$ cat config.mk
export PLATFORM = sky130hd
export DESIGN_NAME = cpu_obi_arbiter
export DESIGN_NICKNAME = d
export VERILOG_FILES = /design/src/rtl/obi_pkg.sv /design/src/rtl/cpu_obi_arb_id_fifo.sv /design/src/rtl/cpu_obi_arbiter.sv
export SDC_FILE = /design/constraint.sdc
export NUM_CORES = 1
export LEC_CHECK = 0
export ABC_AREA = 1
export CAP_MARGIN = 30
export CORE_AREA = 4 4 121 123
export CTS_CLUSTER_DIAMETER = 30
export CTS_CLUSTER_SIZE = 24
export DETAILED_ROUTE_END_ITERATION = 8
export DIE_AREA = 0 0 125 127
export PLACE_DENSITY = 0.59
export SLEW_MARGIN = 15
export SYNTH_ARGS = -nofsm -noshare
export SYNTH_HDL_FRONTEND = slang
export SYNTH_SLANG_ARGS = --single-unit
$ cat constraint.sdc
create_clock -name clk_i -period 2.55 [get_ports clk_i]
set_input_delay 0.3825 -clock clk_i [delete_from_list [all_inputs] [get_ports clk_i]]
set_output_delay 0.3825 -clock clk_i [all_outputs]
set_load 0.01 [all_outputs]
$ cat src/rtl/obi_pkg.sv
// obi_pkg: shared OBI bus request/response types.
// Contents:
//   obi_req_t  - req, we, be, addr, wdata driven by a requester
//   obi_resp_t - gnt, rvalid, rdata returned to a requester
package obi_pkg;

    typedef struct packed {
        logic        req;
        logic        we;
        logic [3:0]  be;
        logic [31:0] addr;
        logic [31:0] wdata;
    } obi_req_t;

    typedef struct packed {
        logic        gnt;
        logic        rvalid;
        logic [31:0] rdata;
    } obi_resp_t;

endpackage

$ cat src/rtl/cpu_obi_arb_id_fifo.sv
// cpu_obi_arb_id_fifo: in-order FIFO of requester IDs awaiting rvalid.
// Ports:
//   i_clk, i_rst  - clock, asynchronous active-high reset
//   i_push/i_data - enqueue an ID (accepted when not full, or full with a pop)
//   i_pop         - dequeue the head (ignored when empty)
//   o_head        - oldest ID
//   o_full/o_empty/o_count - occupancy
module cpu_obi_arb_id_fifo #(
    parameter int DEPTH = 2,
    parameter int WIDTH = 1
) (
    input  logic                       i_clk,
    input  logic                       i_rst,
    input  logic                       i_push,
    input  logic [WIDTH-1:0]           i_data,
    input  logic                       i_pop,
    output logic [WIDTH-1:0]           o_head,
    output logic                       o_full,
    output logic                       o_empty,
    output logic [$clog2(DEPTH+1)-1:0] o_count
);
    localparam int PTR_W = DEPTH > 1 ? $clog2(DEPTH) : 1;
    localparam int CNT_W = $clog2(DEPTH + 1);

    logic [WIDTH-1:0] r_mem [DEPTH];
    logic [PTR_W-1:0] r_wptr, r_rptr;
    logic [CNT_W-1:0] r_count;
    logic             w_push, w_pop;

    function automatic logic [PTR_W-1:0] nxt(input logic [PTR_W-1:0] p);
        return p == PTR_W'(DEPTH - 1) ? '0 : p + 1'b1;
    endfunction

    assign o_empty = r_count == '0;
    assign o_full  = r_count == CNT_W'(DEPTH);
    assign o_count = r_count;
    assign o_head  = r_mem[r_rptr];
    assign w_pop   = i_pop && !o_empty;
    // a full FIFO can still take a push when the head leaves in the same cycle
    assign w_push  = i_push && (!o_full || w_pop);

    always_ff @(posedge i_clk or posedge i_rst) begin
        if (i_rst) begin
            r_wptr  <= '0;
            r_rptr  <= '0;
            r_count <= '0;
        end else begin
            if (w_push) r_wptr <= nxt(r_wptr);
            if (w_pop) r_rptr <= nxt(r_rptr);
            r_count <= r_count + CNT_W'(w_push) - CNT_W'(w_pop);
        end
    end

    always_ff @(posedge i_clk) begin
        if (w_push) r_mem[r_wptr] <= i_data;
    end

    a_no_overflow: assert property (@(posedge i_clk) disable iff (i_rst) !(i_push && o_full && !i_pop));

endmodule

$ cat src/rtl/cpu_obi_arbiter.sv
// cpu_obi_arbiter: round-robin arbiter sharing one OBI port among NUM_REQ requesters.
// Ports:
//   clk_i, rst_i      - clock, asynchronous active-high reset
//   req_i / resp_o    - upstream requests and their gnt/rvalid/rdata
//   req_o / resp_i    - shared downstream request and response
//   spurious_rvalid_o - sticky: an rvalid arrived with nothing outstanding
// Request and response paths are combinational (zero added latency).
module cpu_obi_arbiter
    import obi_pkg::*;
#(
    parameter int NUM_REQ         = 2,
    parameter int MAX_OUTSTANDING = 2
) (
    input  logic                    clk_i,
    input  logic                    rst_i,
    input  obi_req_t  [NUM_REQ-1:0] req_i,
    output obi_resp_t [NUM_REQ-1:0] resp_o,
    output obi_req_t                req_o,
    input  obi_resp_t               resp_i,
    output logic                    spurious_rvalid_o
);
    localparam int IDX_W = $clog2(NUM_REQ);
    localparam int CNT_W = $clog2(MAX_OUTSTANDING + 1);

    typedef enum logic {IDLE, WAIT_GNT} state_t;

    state_t             r_state;
    logic [IDX_W-1:0]   r_rr_ptr, r_lock_idx;
    logic               r_spurious;
    logic [IDX_W-1:0]   w_sel, w_head;
    logic               w_sel_vld, w_grant, w_pop, w_can_issue, w_full, w_empty;
    logic [CNT_W-1:0]   w_count;
    logic [NUM_REQ-1:0] w_gnt_vec, w_rv_vec;

    function automatic logic [IDX_W-1:0] rr_idx(input logic [IDX_W-1:0] base, input int k);
        int j;
        j = int'(base) + k;
        return IDX_W'(j >= NUM_REQ ? j - NUM_REQ : j);
    endfunction

    // a full ID FIFO can still issue when the head retires in this same cycle
    assign w_can_issue = (w_count < CNT_W'(MAX_OUTSTANDING)) || (w_full && resp_i.rvalid);

    // scanning downward lets the lowest offset from rr_ptr overwrite the rest
    always_comb begin
        w_sel     = r_lock_idx;
        w_sel_vld = !rst_i && r_state == WAIT_GNT;
        if (!rst_i && r_state == IDLE && w_can_issue)
            for (int k = NUM_REQ - 1; k >= 0; k--)
                if (req_i[rr_idx(r_rr_ptr, k)].req) begin
                    w_sel     = rr_idx(r_rr_ptr, k);
                    w_sel_vld = 1'b1;
                end
    end

    assign req_o             = w_sel_vld ? req_i[w_sel] : '0;
    assign w_grant           = req_o.req && resp_i.gnt;
    assign w_pop             = !rst_i && resp_i.rvalid && !w_empty;
    assign spurious_rvalid_o = r_spurious;

    always_comb begin
        w_gnt_vec         = '0;
        w_rv_vec          = '0;
        w_gnt_vec[w_sel]  = w_grant;
        w_rv_vec[w_head]  = w_pop;
        for (int i = 0; i < NUM_REQ; i++)
            resp_o[i] = '{gnt: w_gnt_vec[i], rvalid: w_rv_vec[i], rdata: resp_i.rdata};
    end

    always_ff @(posedge clk_i or posedge rst_i) begin
        if (rst_i) begin
            r_state    <= IDLE;
            r_rr_ptr   <= '0;
            r_lock_idx <= '0;
            r_spurious <= 1'b0;
        end else begin
            if (w_grant) r_rr_ptr <= rr_idx(w_sel, 1);
            if (resp_i.rvalid && w_empty) r_spurious <= 1'b1;
            // lock the stalled requester so address and data stay put until gnt
            if (r_state == IDLE && req_o.req && !resp_i.gnt) begin
                r_state    <= WAIT_GNT;
                r_lock_idx <= w_sel;
            end else if (w_grant) begin
                r_state <= IDLE;
            end
        end
    end

    cpu_obi_arb_id_fifo #(
        .DEPTH (MAX_OUTSTANDING),
        .WIDTH (IDX_W)
    ) u_id_fifo (
        .i_clk   (clk_i),
        .i_rst   (rst_i),
        .i_push  (w_grant),
        .i_data  (w_sel),
        .i_pop   (w_pop),
        .o_head  (w_head),
        .o_full  (w_full),
        .o_empty (w_empty),
        .o_count (w_count)
    );

    a_gnt_onehot: assert property (@(posedge clk_i) disable iff (rst_i) $onehot0(w_gnt_vec));
    a_rv_onehot:  assert property (@(posedge clk_i) disable iff (rst_i) $onehot0(w_rv_vec));
    a_wait_stable: assert property (@(posedge clk_i) disable iff (rst_i)
        (r_state == WAIT_GNT && !resp_i.gnt) |=> $stable(req_o));

endmodule

==> flow_summary.ini <==
[outcome]
outcome = completed

[logic_synthesis]
synth-simple-area-share_pct = 36.3
synth_compound_area_share_pct = 18.5
mappedNetlistArea_um2 = 2170
synth_cell_types = 26
synthXorXnorAreaFrac_pct = 0.809
synthAdderAreaFrac_pct = 0.578
netlist_instances = 378
ys_dominant_reg_cell = sky130_fd_sc_hd__dfrtp_1
synth_fp_nets = 555
synth_top_family_by_area = simple AND/OR/NAND/NOR gates
top_count_cell_post_synth = sky130_fd_sc_hd__nor2_1
synthDominantAreaCellType = sky130_fd_sc_hd__nor2_1
count_of_flip_flops_with_a_built_in_enable_after_synthesis = 2
synthTopCellsByArea = sky130_fd_sc_hd__nor2_1 (25%), sky130_fd_sc_hd__buf_4 (25%), sky130_fd_sc_hd__o21ai_0 (13%)
average_cell_area_after_synthesis_um2 = 5.73
synth_sequential_area_ratio_pct = 12.0
post_synthesis_mux_area_share_pct = 0
ys_async_sr_fraction_pct = 80.0
yosys_warnings = 0
synth-seq-cells = 10
synth_common_cells = sky130_fd_sc_hd__nor2_1 (143), sky130_fd_sc_hd__buf_4 (71), sky130_fd_sc_hd__o21ai_0 (55)
synth.top_cell.area_share_pct = 24.8

[floorplanning]
die_h_um = 127
dieArea_um2 = 15900
floorplan.initialDensity_pct = 15.8
row_count = 43
boundaryPins = 315
die-width_um = 125
floorplan.core_area_um2 = 13700

[clocking]
clockRootBuffer = sky130_fd_sc_hd__clkbuf_16
post_cts_hold_buffer_count = 0
cts_inserted_buffers = 3
clock_sinks = 10
clock_tree_from_tritoncts = built
clock_tree.htree_level_count = 1
clk_pin_slew_ps = 40
cts.path.max_buffers = 2
insertion_delay_ps = 240

[pwr]
peakVddDrop_v = 0.000417
power.leakage_nw = 2.03
pwr_density_cell_nw_per_um2 = 726

[route]
avgViaCountPerCell = 4.06
antenna_left = 0
routed_wire_length_per_instance_um = 14.6
drt_iter0_drc = 82
dr.pass1.iters = 4
routed_wirelength_um = 10500
detail_route.drc_violations = 0
detailroute.via_count = 2936

[timing]
unrepaired_setup_endpoints_after_global_routing = no
final.period_utilization_pct = 94.3
finalClockSkew_ps = 0.626
worst_pin_slew_ps = 286
timing.final.max_slew_violations = 0
final_hold_viol_count = 0
slew_headroom_pct = 80.9
post-route-min-period_ps = 2400
max_freq_mhz = 416
setup_viol_count_final = 0

[layout]
synthToLayoutAreaGrowth_pct = 101
n_antenna_cell = 0
finalCoreUtilization_pct = 31.8
layout-drive-gt1-share_pct = 19.0
layout.cells.non_filler = 723
layout.nets = 721

[critical_path]
regToRegSetupSlack_ps = 680
cp_data_arrival_time_ps = 2020
worst-path-max-fanout = 30
worst_r2r_startpoint = r_state$_DFFE_PP0P_
timing.critical_path.to = req_o[20]
critPathCaptureType = primary output
slowest_stage = sky130_fd_sc_hd__clkdlybuf4s50_1
criticalPathCategory = in2out
worstPathCellList = clkdlybuf4s50_1, inv_1, nand2_1, nand2_1, a21oi_4, buf_4, buf_12, o21ai_0, nor2_1, dlygate4sd2_1
cp_common_cell = sky130_fd_sc_hd__nand2_1
worst_reg_to_reg_cells = 10
r2r_end = u_id_fifo.r_mem[1]$_DFFE_PP_
max_incr_delay_on_cp_ps = 490
critPathLaunch = req_i[139]
startpoint_type = input pin
worst-endpoint-required_ps = 2170

[placement]
count_of_input_and_output_buffers = 218
finalWeightedCongestion = 0.817
detailedPlacementHpwl_um = 8230
dp.cells = 711

[global_route]
pin_count_of_the_biggest_net_entering_global_routing = 40
number_of_antenna_violations_at_the_first_check_in_global_routing = 0
global_route.usage.total_pct = 12.0
global_route.overflow_total = 0
number_of_global_route_vias_before_repair = 3176
grt_first_pass_wirelength_um = 15700

[worst_hold_path]
hold_class = in2async

[job]
cap_viol_max_count = 0
## final cells by class
cell class / count / area [um^2]
clock buffers: 4 / 88.8
fillers: 1484 / 9320
inverters: 20 / 87.6
multi-input cells: 264 / 1280
flip-flops and latches: 10 / 260
well taps: 180 / 225
repair buffers: 245 / 2400
## repair_timing
action,CTS,global route
resized for setup,128,50
endpoints found under the setup margin,72,65
gates cloned,3,1
buffers inserted,1,3
pin swaps,6,1
## where the power goes
group / total, W / switching (W) / internal, W / leakage [nW]
Clock: 0.000310 / 0.0000737 / 0.000236 / 0.0442
Combinational: 0.00256 / 0.00138 / 0.00118 / 1.88
Sequential: 0.000279 / 0.0000539 / 0.000225 / 0.109
## sequential cells by signal (all words and copies together) (netlist names)
register,cells
u_id_fifo.o_count,2
r_state,1
u_id_fifo.r_rptr,1
u_id_fifo.r_mem,2
r_rr_ptr,1
u_id_fifo.r_wptr,1
spurious_rvalid_o,1
r_lock_idx,1
## per-layer routing
layer  vias to the layer above  routed length, um  track usage [%]
li1                       1459                  -                -
met1                      1294               3750             12.0
met2                       162               5440             22.8
met3                        21               1170             5.06
met4                         0                178             3.38
met5                         -                  0                0
## cell families after synthesis
| group | after synthesis |
|---|---|
| DFF | 10 |
| adders and majority gates | 1 |
| xor gates and xnor gates | 2 |
| and+or+nand+nor | 184 |
| buffers and inverters | 105 |
| AOI/OAI and AO/OA | 76 |
## worst max-delay path: cells and delay by family
kind	cells	cell delay, ps
buf+inv	5	1140
simple gates	3	220
compound gates	2	270
## through the flow
| stage | TNS (ps) | total power [W] | setup WS [ps] | instance area [um^2] | hold WS, ps |
|---|---|---|---|---|---|
| global placement | -13720 | 0.00273 | -289 | 4180 | 439 |
| global route | 0 | 0.00341 | 12.7 | 4340 | 199 |
| detailed placement | -17070 | 0.00275 | -342 | 4180 | 465 |
| floorplan | 0 | 0.00159 | 810 | 2170 | 163 |
| CTS | 0 | 0.00312 | 13.6 | 4340 | 476 |
| finish | 0 | 0.00315 | 145 | 4340 | 189 |
## cell usage in the layout (no fill, tap or decap), types with 2 or more instances in the layout
cell type,netlist,layout
sky130_fd_sc_hd__inv_1,14,13
sky130_fd_sc_hd__nand2_1,18,16
sky130_fd_sc_hd__clkbuf_2,0,19
sky130_fd_sc_hd__nand2_4,2,4
sky130_fd_sc_hd__dfrtp_1,8,8
sky130_fd_sc_hd__nand3_2,3,3
sky130_fd_sc_hd__nand2_2,8,8
sky130_fd_sc_hd__nor2_4,1,2
sky130_fd_sc_hd__buf_12,0,6
sky130_fd_sc_hd__buf_4,71,18
sky130_fd_sc_hd__a21oi_4,1,2
sky130_fd_sc_hd__clkdlybuf4s50_1,0,143
sky130_fd_sc_hd__dlymetal6s2s_1,0,2
sky130_fd_sc_hd__nor2_2,1,4
sky130_fd_sc_hd__o21ai_0,55,51
sky130_fd_sc_hd__nand3_1,4,4
sky130_fd_sc_hd__nand4_1,2,2
sky130_fd_sc_hd__edfxtp_1,2,2
sky130_fd_sc_hd__clkdlybuf4s15_2,0,17
sky130_fd_sc_hd__clkdlybuf4s15_1,0,3
sky130_fd_sc_hd__xor2_1,2,2
sky130_fd_sc_hd__buf_16,0,2
sky130_fd_sc_hd__clkbuf_16,0,4
sky130_fd_sc_hd__inv_2,5,6
sky130_fd_sc_hd__o21ai_1,17,20
sky130_fd_sc_hd__dlygate4sd2_1,0,33
sky130_fd_sc_hd__nor2_1,143,139
## how the worst min path moves through the flow
| stage | endpoint | slack (ps) |
|---|---|---|
| finish | u_id_fifo.r_wptr$_DFFE_PP0P_ | 190 |
| global route | r_lock_idx$_DFFE_PP0P_ | 200 |
| CTS | spurious_rvalid_o$_DFFE_PP0P_ | 480 |
| detailed placement | spurious_rvalid_o$_DFFE_PP0P_ | 460 |
| global placement | spurious_rvalid_o$_DFFE_PP0P_ | 440 |
| floorplan | r_lock_idx$_DFFE_PP0P_ | 160 |
Note: power is estimated with default switching activity, not from simulation.
